`config.mk`:
```
export PLATFORM = sky130hd
export DESIGN_NAME = eqn_sweep_ctrl
export DESIGN_NICKNAME = d
export VERILOG_FILES = /design/src/rtl/eqn_sweep_pkg.sv /design/src/rtl/eqn_sweep_ctrl_settle_timer.sv /design/src/rtl/eqn_sweep_ctrl.sv
export SDC_FILE = /design/constraint.sdc
export NUM_CORES = 1
export LEC_CHECK = 0
export BUFFER_PORTS_ARGS = -buffer_cell sky130_fd_sc_hd__clkbuf_2
export CORE_MARGIN = 3
export CORE_UTILIZATION = 50
export DETAILED_ROUTE_END_ITERATION = 8
export PLACE_DENSITY = 0.77
export SYNTH_ARGS = -nofsm -noshare
export SYNTH_HDL_FRONTEND = slang
export SYNTH_HIERARCHICAL = 1
export SYNTH_SLANG_ARGS = --single-unit
```
`constraint.sdc`:
```
create_clock -name clk -period 2.35 [get_ports clk]
set_input_delay 0.1175 -clock clk [delete_from_list [all_inputs] [get_ports clk]]
set_output_delay 0.1175 -clock clk [all_outputs]
set_load 0.03 [all_outputs]
```
`src/rtl/eqn_sweep_pkg.sv`:
```
// Shared types and constants for the truth-table sweep controller.
package eqn_sweep_pkg;

    localparam int unsigned N_IN_DEF = 3;
    localparam int unsigned N_VEC    = 2 ** N_IN_DEF;

    // Reference table for Y = AB + AC + ABC, index = {A,B,C}
    localparam logic [N_VEC-1:0] DEFAULT_EXPECTED = N_VEC'(8'hE0);

    typedef enum logic [1:0] {
        IDLE   = 2'd0,
        SETTLE = 2'd1,
        SAMPLE = 2'd2,
        DONE   = 2'd3
    } sweep_state_e;

endpackage

```
`src/rtl/eqn_sweep_ctrl_settle_timer.sv`:
```
// Loadable settle down-counter; a load of 0 is stretched to 1 so every vector settles at least one cycle.
module settle_timer #(
    parameter int unsigned W = 4
) (
    input  logic         clk,
    input  logic         rst_n,
    input  logic         load,
    input  logic         clr,
    input  logic [W-1:0] load_val,
    output logic [W-1:0] count,
    output logic         expire_c
);

    always_ff @(posedge clk or negedge rst_n) begin
        if (!rst_n) begin
            count <= '0;
        end else if (clr) begin
            count <= '0;
        end else if (load) begin
            count <= (load_val == '0) ? W'(1) : load_val;
        end else if (count != '0) begin
            count <= count - W'(1);
        end
    end

    // Last settle cycle: the controller moves to SAMPLE on the following edge
    assign expire_c = (count == W'(1));

endmodule

```
`src/rtl/eqn_sweep_ctrl.sv`:
```
// Sweeps every input vector of an external combinational circuit, captures its truth table
// and compares it against a latched reference.
module eqn_sweep_ctrl
    import eqn_sweep_pkg::*;
#(
    parameter int unsigned N_IN     = 3,
    parameter int unsigned SETTLE_W = 4
) (
    input  logic                    clk,
    input  logic                    rst_n,
    input  logic                    start,
    input  logic                    abort,
    input  logic [SETTLE_W-1:0]     settle_cycles,
    input  logic [(2**N_IN)-1:0]    expected,
    input  logic                    y_in,
    output logic [N_IN-1:0]         vec_out,
    output logic                    busy,
    output logic                    done,
    output logic                    pass,
    output logic [(2**N_IN)-1:0]    truth_table,
    output logic [N_IN-1:0]         fail_idx
);

    localparam int unsigned NV = 2 ** N_IN;
    localparam logic [N_IN-1:0] LAST_VEC = N_IN'(NV - 1);

    sweep_state_e        state_q, state_d;
    logic [NV-1:0]       exp_q, exp_d;
    logic [SETTLE_W-1:0] settle_q, settle_d;
    logic [N_IN-1:0]     vec_d, fail_d;
    logic [NV-1:0]       tt_d;
    logic                busy_d, done_d, pass_d;

    logic                load_c, clr_c, expire_c;
    logic [SETTLE_W-1:0] load_val_c;
    logic [SETTLE_W-1:0] tmr_count_unused;

    logic [NV-1:0]       tt_fin_c, diff_c;
    logic [N_IN-1:0]     first_c;

    settle_timer #(
        .W (SETTLE_W)
    ) u_timer (
        .clk      (clk),
        .rst_n    (rst_n),
        .load     (load_c),
        .clr      (clr_c),
        .load_val (load_val_c),
        .count    (tmr_count_unused),
        .expire_c (expire_c)
    );

    // Table as it will stand after the current sample, and its lowest mismatching index
    always_comb begin
        tt_fin_c          = truth_table;
        tt_fin_c[vec_out] = y_in;
        diff_c            = tt_fin_c ^ exp_q;
        first_c           = '0;
        for (int i = int'(NV) - 1; i >= 0; i--) begin
            if (diff_c[i]) first_c = N_IN'(i);
        end
    end

    always_comb begin
        state_d    = state_q;
        exp_d      = exp_q;
        settle_d   = settle_q;
        vec_d      = vec_out;
        busy_d     = busy;
        done_d     = 1'b0;
        pass_d     = pass;
        tt_d       = truth_table;
        fail_d     = fail_idx;
        load_c     = 1'b0;
        clr_c      = 1'b0;
        load_val_c = (state_q == IDLE) ? settle_cycles : settle_q;

        case (state_q)
            IDLE: begin
                if (start && !abort) begin
                    exp_d    = expected;
                    settle_d = settle_cycles;
                    tt_d     = '0;
                    vec_d    = '0;
                    busy_d   = 1'b1;
                    pass_d   = 1'b0;
                    fail_d   = '0;
                    load_c   = 1'b1;
                    state_d  = SETTLE;
                end
            end
            SETTLE: begin
                if (abort) begin
                    state_d = IDLE;
                    vec_d   = '0;
                    busy_d  = 1'b0;
                    pass_d  = 1'b0;
                    clr_c   = 1'b1;
                end else if (expire_c) begin
                    state_d = SAMPLE;
                end
            end
            SAMPLE: begin
                if (abort) begin
                    state_d = IDLE;
                    vec_d   = '0;
                    busy_d  = 1'b0;
                    pass_d  = 1'b0;
                    clr_c   = 1'b1;
                end else if (vec_out == LAST_VEC) begin
                    tt_d    = tt_fin_c;
                    busy_d  = 1'b0;
                    done_d  = 1'b1;
                    pass_d  = (diff_c == '0);
                    fail_d  = (diff_c == '0) ? '0 : first_c;
                    state_d = DONE;
                end else begin
                    tt_d    = tt_fin_c;
                    vec_d   = vec_out + N_IN'(1);
                    load_c  = 1'b1;
                    state_d = SETTLE;
                end
            end
            DONE: begin
                state_d = IDLE;
            end
            default: begin
                state_d = IDLE;
            end
        endcase
    end

    always_ff @(posedge clk or negedge rst_n) begin
        if (!rst_n) begin
            state_q     <= IDLE;
            exp_q       <= '0;
            settle_q    <= '0;
            vec_out     <= '0;
            busy        <= 1'b0;
            done        <= 1'b0;
            pass        <= 1'b0;
            truth_table <= '0;
            fail_idx    <= '0;
        end else begin
            state_q     <= state_d;
            exp_q       <= exp_d;
            settle_q    <= settle_d;
            vec_out     <= vec_d;
            busy        <= busy_d;
            done        <= done_d;
            pass        <= pass_d;
            truth_table <= tt_d;
            fail_idx    <= fail_d;
        end
    end

endmodule

```
Yosys cells after proc, flatten, opt, wreduce, memory -nomap -nowiden --
Index checks and enable logic that the tools add are counted.
Word-level totals: register bits after elaboration 35, output and inout port bits 17, word-level logic and storage cells 96, input port bits 17
Operators by class: magnitude comparators 2, bitwise logic cells 1, mux-type cells 52, equal/unequal tests 12, reduce and logical (&&, ||, !) cells 17, add/subtract/negate cells 2
Operator list (count):
- $mux W3 | 15
- $mux W4 | 5
- $mux W1 | 16
- $mux W8 | 2
- $pmux W8 S2 | 1
- $reduce_and A4 Y1 | 3
- $mux W2 | 5
- $ne A3 B3 Y1 const B | 3
- $pmux W3 S3 | 1
- $bwmux W8 | 1
- $logic_not A8 Y1 | 1
- $pmux W2 S4 | 1
- $xor A8 B8 Y8 | 1
- $ne A2 B2 Y1 const B | 3
- $pmux W1 S3 | 2
- $pmux W3 S2 | 1
- $reduce_bool A3 Y1 | 2
- $eq A2 B2 Y1 const B | 2
- $eq A4 B1 Y1 const B | 1
- $logic_not A4 Y1 | 1
- $lt A3 B4 Y1 const B | 1
- $reduce_and A2 Y1 | 2
- $reduce_bool A4 Y1 | 1
- $sub A4 B1 Y4 const B | 1
- 13 further kinds | 14

Longest topological paths before layout --
depth after elaboration 18, mapped depth 9, depth with buffers taken out 7

Hierarchy --
Netlist, hierarchy kept.
Modules (own cells, without submodules):
- eqn_sweep_ctrl | sequential area each 775.7 sq um, area an instance 1795.5 sq um, cells each 169, times used 1
- settle_timer | sequential area each 100.1 sq um, area an instance 269.0 sq um, cells each 29, times used 1

Least setup slack after synthesis --
Ideal clock, no wire load.
kind register to register, start point reg state_q[0], end point reg u_timer.count[3], path buffers 2, data required time 2.268 ns, period minus slack after synthesis 2.264 ns, arrival 2.182 ns, setup time 0.082 ns, cell stages (with the launch flop) 9, slack 0.086 ns, cell sequence dfrtp_1 -> inv_1 -> ha_1 -> clkbuf_1 -> nand3_1 -> clkbuf_1 -> o21ai_0 -> or3_2 -> o22ai_1
Between the ends: elaborated cells on any way between the ends 12, those cells by class 2 x eq/ne; 6 x mux; 4 x reduce/logical
RTL lines:
- start: declaration | line eqn_sweep_ctrl.sv:27 | sweep_state_e state_q, state_d;
- start signal: assignment | line eqn_sweep_ctrl.sv:145 | state_q <= state_d;
- $eq A2 B2 Y1 / $logic_not A2 Y1 (equally long branches) | line eqn_sweep_ctrl.sv:78 | case (state_q)
- $pmux W1 S2 (*) | line eqn_sweep_ctrl.sv:78
- net load_c | line eqn_sweep_ctrl.sv:34 | logic load_c, clr_c, expire_c;
- $mux W4 | line eqn_sweep_ctrl_settle_timer.sv:19 | end else if (load) begin
- $mux W4 | line eqn_sweep_ctrl_settle_timer.sv:17 | end else if (clr) begin
- end signal: assignment | line eqn_sweep_ctrl_settle_timer.sv:20 | count <= (load_val == '0) ? W'(1) : load_val;
- end signal: assignment | line eqn_sweep_ctrl_settle_timer.sv:22 | count <= count - W'(1);
- end: declaration | line eqn_sweep_ctrl_settle_timer.sv:10 | output logic [W-1:0] count,
Mark *: on every way through the listed nets, which the timed path passes. The rest lies on a longest branch. A chain may end at the register's enable or synchronous reset.

Worst setup path in the final report --
start point reg vec_out[2], end point reg fail_idx[0]
Between the ends: word-level cells in the longest chain between the ends 18, elaborated cells on any way between the ends 23, those cells by class 2 x order compare; 2 x eq/ne; 15 x mux; 1 x bitwise; 3 x reduce/logical
RTL lines:
- start: declaration | line eqn_sweep_ctrl.sv:16 | output logic [N_IN-1:0] vec_out,
- start signal: assignment | line eqn_sweep_ctrl.sv:148 | vec_out <= vec_d;
- $lt A3 B4 Y1 (implied by the code) / $ge A3 B1 Y1 (equally long branches) | line eqn_sweep_ctrl.sv:56 | tt_fin_c[vec_out] = y_in;
- $logic_and A1 B1 Y1 (implied by the code) | line eqn_sweep_ctrl.sv:56
- $mux W1 (implied by the code) | line eqn_sweep_ctrl.sv:56
- $demux W1 S3 | line eqn_sweep_ctrl.sv:56
- $bwmux W8 | line eqn_sweep_ctrl.sv:56
- $xor A8 B8 Y8 | line eqn_sweep_ctrl.sv:57 | diff_c = tt_fin_c ^ exp_q;
- $mux W3 (8 in series) | line eqn_sweep_ctrl.sv:60 | if (diff_c[i]) first_c = N_IN'(i);
- $mux W3 | line eqn_sweep_ctrl.sv:115 | fail_d = (diff_c == '0) ? '0 : first_c;
- $mux W3 | line eqn_sweep_ctrl.sv:110 | end else if (vec_out == LAST_VEC) begin
- $mux W3 | line eqn_sweep_ctrl.sv:104 | if (abort) begin
- $pmux W3 S2 | line eqn_sweep_ctrl.sv:78
- end signal: assignment | line eqn_sweep_ctrl.sv:153 | fail_idx <= fail_d;
- end: declaration | line eqn_sweep_ctrl.sv:21 | output logic [N_IN-1:0] fail_idx
Several ways; a longest one is shown, not always the timed one. The select of a mux whose other input is x is not followed.

==> results.cfg <==
[run_status]
status = finished, final reports clean

[setup_path]
cp-start-kind = flip-flop
required_ns = 2.53
cp-end-kind = flip-flop
cp_max_fo = 12
crit_type = flip-flop to flip-flop
crit_arrival_ns = 2.35

[clock_tree]
clock_latency_ns = 0.29
cts_buffer_depth = 2
cts_buffers = 5
clkTransAtPathRegs_ns = 0.07
cts_tree = yes
post_cts_buffers = 0
cts-root-buf = clkbuf_8
numClockSinks = 35
h-tree-depth = 2

[power_and_ir_drop]
cellPowerDensity_nw_per_um2 = 965
vdd_drop_max_v = 0.000656
p_leak_nw = 1.24

[floorplanning]
core_area_um2 = 3830
die_h_um = 70.3
start_util = 0.540
rows = 22
die_x_um = 70.3
dieArea_um2 = 4940
ios = 34

[timing]
worstMarginPinSlew_ns = 0.867
tns_ns = 0
grt_setup_unrepaired = no
skew_ns = 0.00668
post-route-period-util = 0.926
hold_viol_final = 0
max_freq_mhz = 459
period_minus_slack_ns = 2.18
setup_viol = 0
maxSlewViolCount = 0
slew_headroom = 0.422
fin_ws_ns = 0.173

[logic_synthesis]
synthFlopType = dfrtp_1
synth_area_per_cell_um2 = 10.4
ys_seq_area_frac = 0.424
syn-num-nets = 223
synth_warnings = 6
ys_ff_latch = 35
yosys.cell_types.count = 44
synthCells = 198
synth_area_um2 = 2060
synth_edf_count = 0
synthArstFlopShare = 1.00

[place]
gp_congestion = 0.825
port_buffers = 33
dp_hpwl_um = 3040
pre_cts_slack_ns = 0.172

[detailed_routing]
ant_nets = 0
routed_wl_um = 4120
drt_iter0_drc = 73
routed_via_density = 5.49
via_count = 1565
wl_per_cell_um = 14.5
drc_errors = 0
dr.pass1.iters = 4

[grt]
antenna_found_initial = 0
grt_usage = 0.175
grt_pass1_vias = 1499
grt_max_degree = 36
grt-ovfl-total = 0
grt_pass1_wl_um = 6980

[finish]
n_fill_cell = 324
nNetsFinal = 261
final_util = 0.629
syn_to_final_growth_pct = 16.5
drive_above_1_share = 0.312
num_antenna_cells = 0

[flow_run]
maxCapViolCount = 0

[hold_path]
hold_class = input port to flip-flop
## state kept, by name, indices dropped and copies added (netlist names)
register,count
busy,1
done,1
exp_q,8
fail_idx,3
pass,1
settle_q,4
state_q,2
truth_table,8
u_timer/count,4
vec_out,3
## cell families (layout without fill, tap and decap cells)
kind of cell             count (synthesis)  after routing  share of synthesized area
adder cells (fa/ha/maj)                  8              8                     0.0485
multiplexers                            27             27                      0.141
XOR/XNOR                                10             10                     0.0424
AO/OA/AOI/OAI                           35             35                      0.117
buffers and inverters                   21             60                     0.0473
flip-flops                              35             35                      0.424
AND/OR/NAND/NOR                         62             62                      0.179
## critical path, cell delays in order, from the launching register on
cell      delay (ns)
dfrtp_1         0.63
or3b_4          0.45
mux2i_1         0.14
xnor2_1         0.28
nand2b_1        0.10
a31o_1          0.22
a32o_1          0.24
## cells in the final DEF, fill, tap and decap left out, drive strengths merged, types with 7 or more instances in the layout
cell type / netlist / routed
clkbuf: 3 / 38
dfrtp: 35 / 35
mux2: 17 / 17
inv: 15 / 15
nand2: 13 / 13
nor2: 11 / 11
mux2i: 10 / 10
nor3: 8 / 8
xnor2: 8 / 8
ha: 8 / 8
o21ai: 8 / 8
a21oi: 7 / 7
## metrics by stage
stage / cell area [um^2] / power, mW / hold WS, ns / instances
finish: 2400 / 2.32 / 0.0631 / 285
floorplan: 2060 / 1.59 / -0.178 / 198
global route: 2400 / 2.48 / 0.0651 / 285
CTS: 2390 / 2.34 / 0.0608 / 285
detailed placement: 2270 / 1.79 / 0.276 / 276
global placement: 2270 / 1.76 / 0.279 / 276
## final timing paths
path,start,to,slack [ns],cells after the start
min,expected[1],exp_q[1],0.06,2
max in group asynchronous,rst_n,vec_out[1],1.28,2
min in group asynchronous,rst_n,truth_table[1],0.47,2
max reg2reg,vec_out[2],fail_idx[0],0.17,6
min reg2reg,settle_q[0],settle_q[0],0.51,1
max,vec_out[2],fail_idx[0],0.17,6
## report_power, final
group	switching, mW	internal, mW	total [mW]
combinational	0.455	0.434	0.890
sequential	0.121	0.766	0.887
clock	0.228	0.316	0.544
total	0.804	1.52	2.32
## final cells by class
cell class | instances | area (um^2) | area share
multi-input combinational | 142 | 1100 | 0.458
sequential | 35 | 877 | 0.365
timing repair buffer | 37 | 198 | 0.0822
clock buffer | 5 | 68.8 | 0.0286
tap | 48 | 60.1 | 0.0250
inverter | 15 | 56.3 | 0.0234
clock inverter | 3 | 43.8 | 0.0182
## routing by layer
metal  part of all wire  GRT usage
met1               0.48      0.239
met2               0.46      0.271
met3              0.049     0.0489
met4              0.013     0.0468
met5                  0          0
## synth_stat cells, types with 3 or more instances
master    number  area, um^2
nor2b_1        3        18.8
o22ai_1        6        37.5
mux2_2        17         191
a22o_1         3        26.3
a21oi_1        7        35.0
dfrtp_1       35         876
nand2_1       13        48.8
nor3_1         8        40.0
clkbuf_1       3        11.3
nor3b_1        3        22.5
o21ai_0        7        35.0
xnor2_1        8        70.1
nand3_1        6        30.0
nor2_1        10        37.5
mux2i_1       10         100
inv_1         15        56.3
ha_1           8         100
## what timing repair did
| action | CTS | global route |
|---|---|---|
| hold endpoints to repair | 35 | 0 |
| hold buffers | 1 | 0 |
| resized for setup | 0 | 3 |
| endpoints found under the setup margin | 0 | 4 |
No activity file was read; power rests on OpenSTA's default activity.
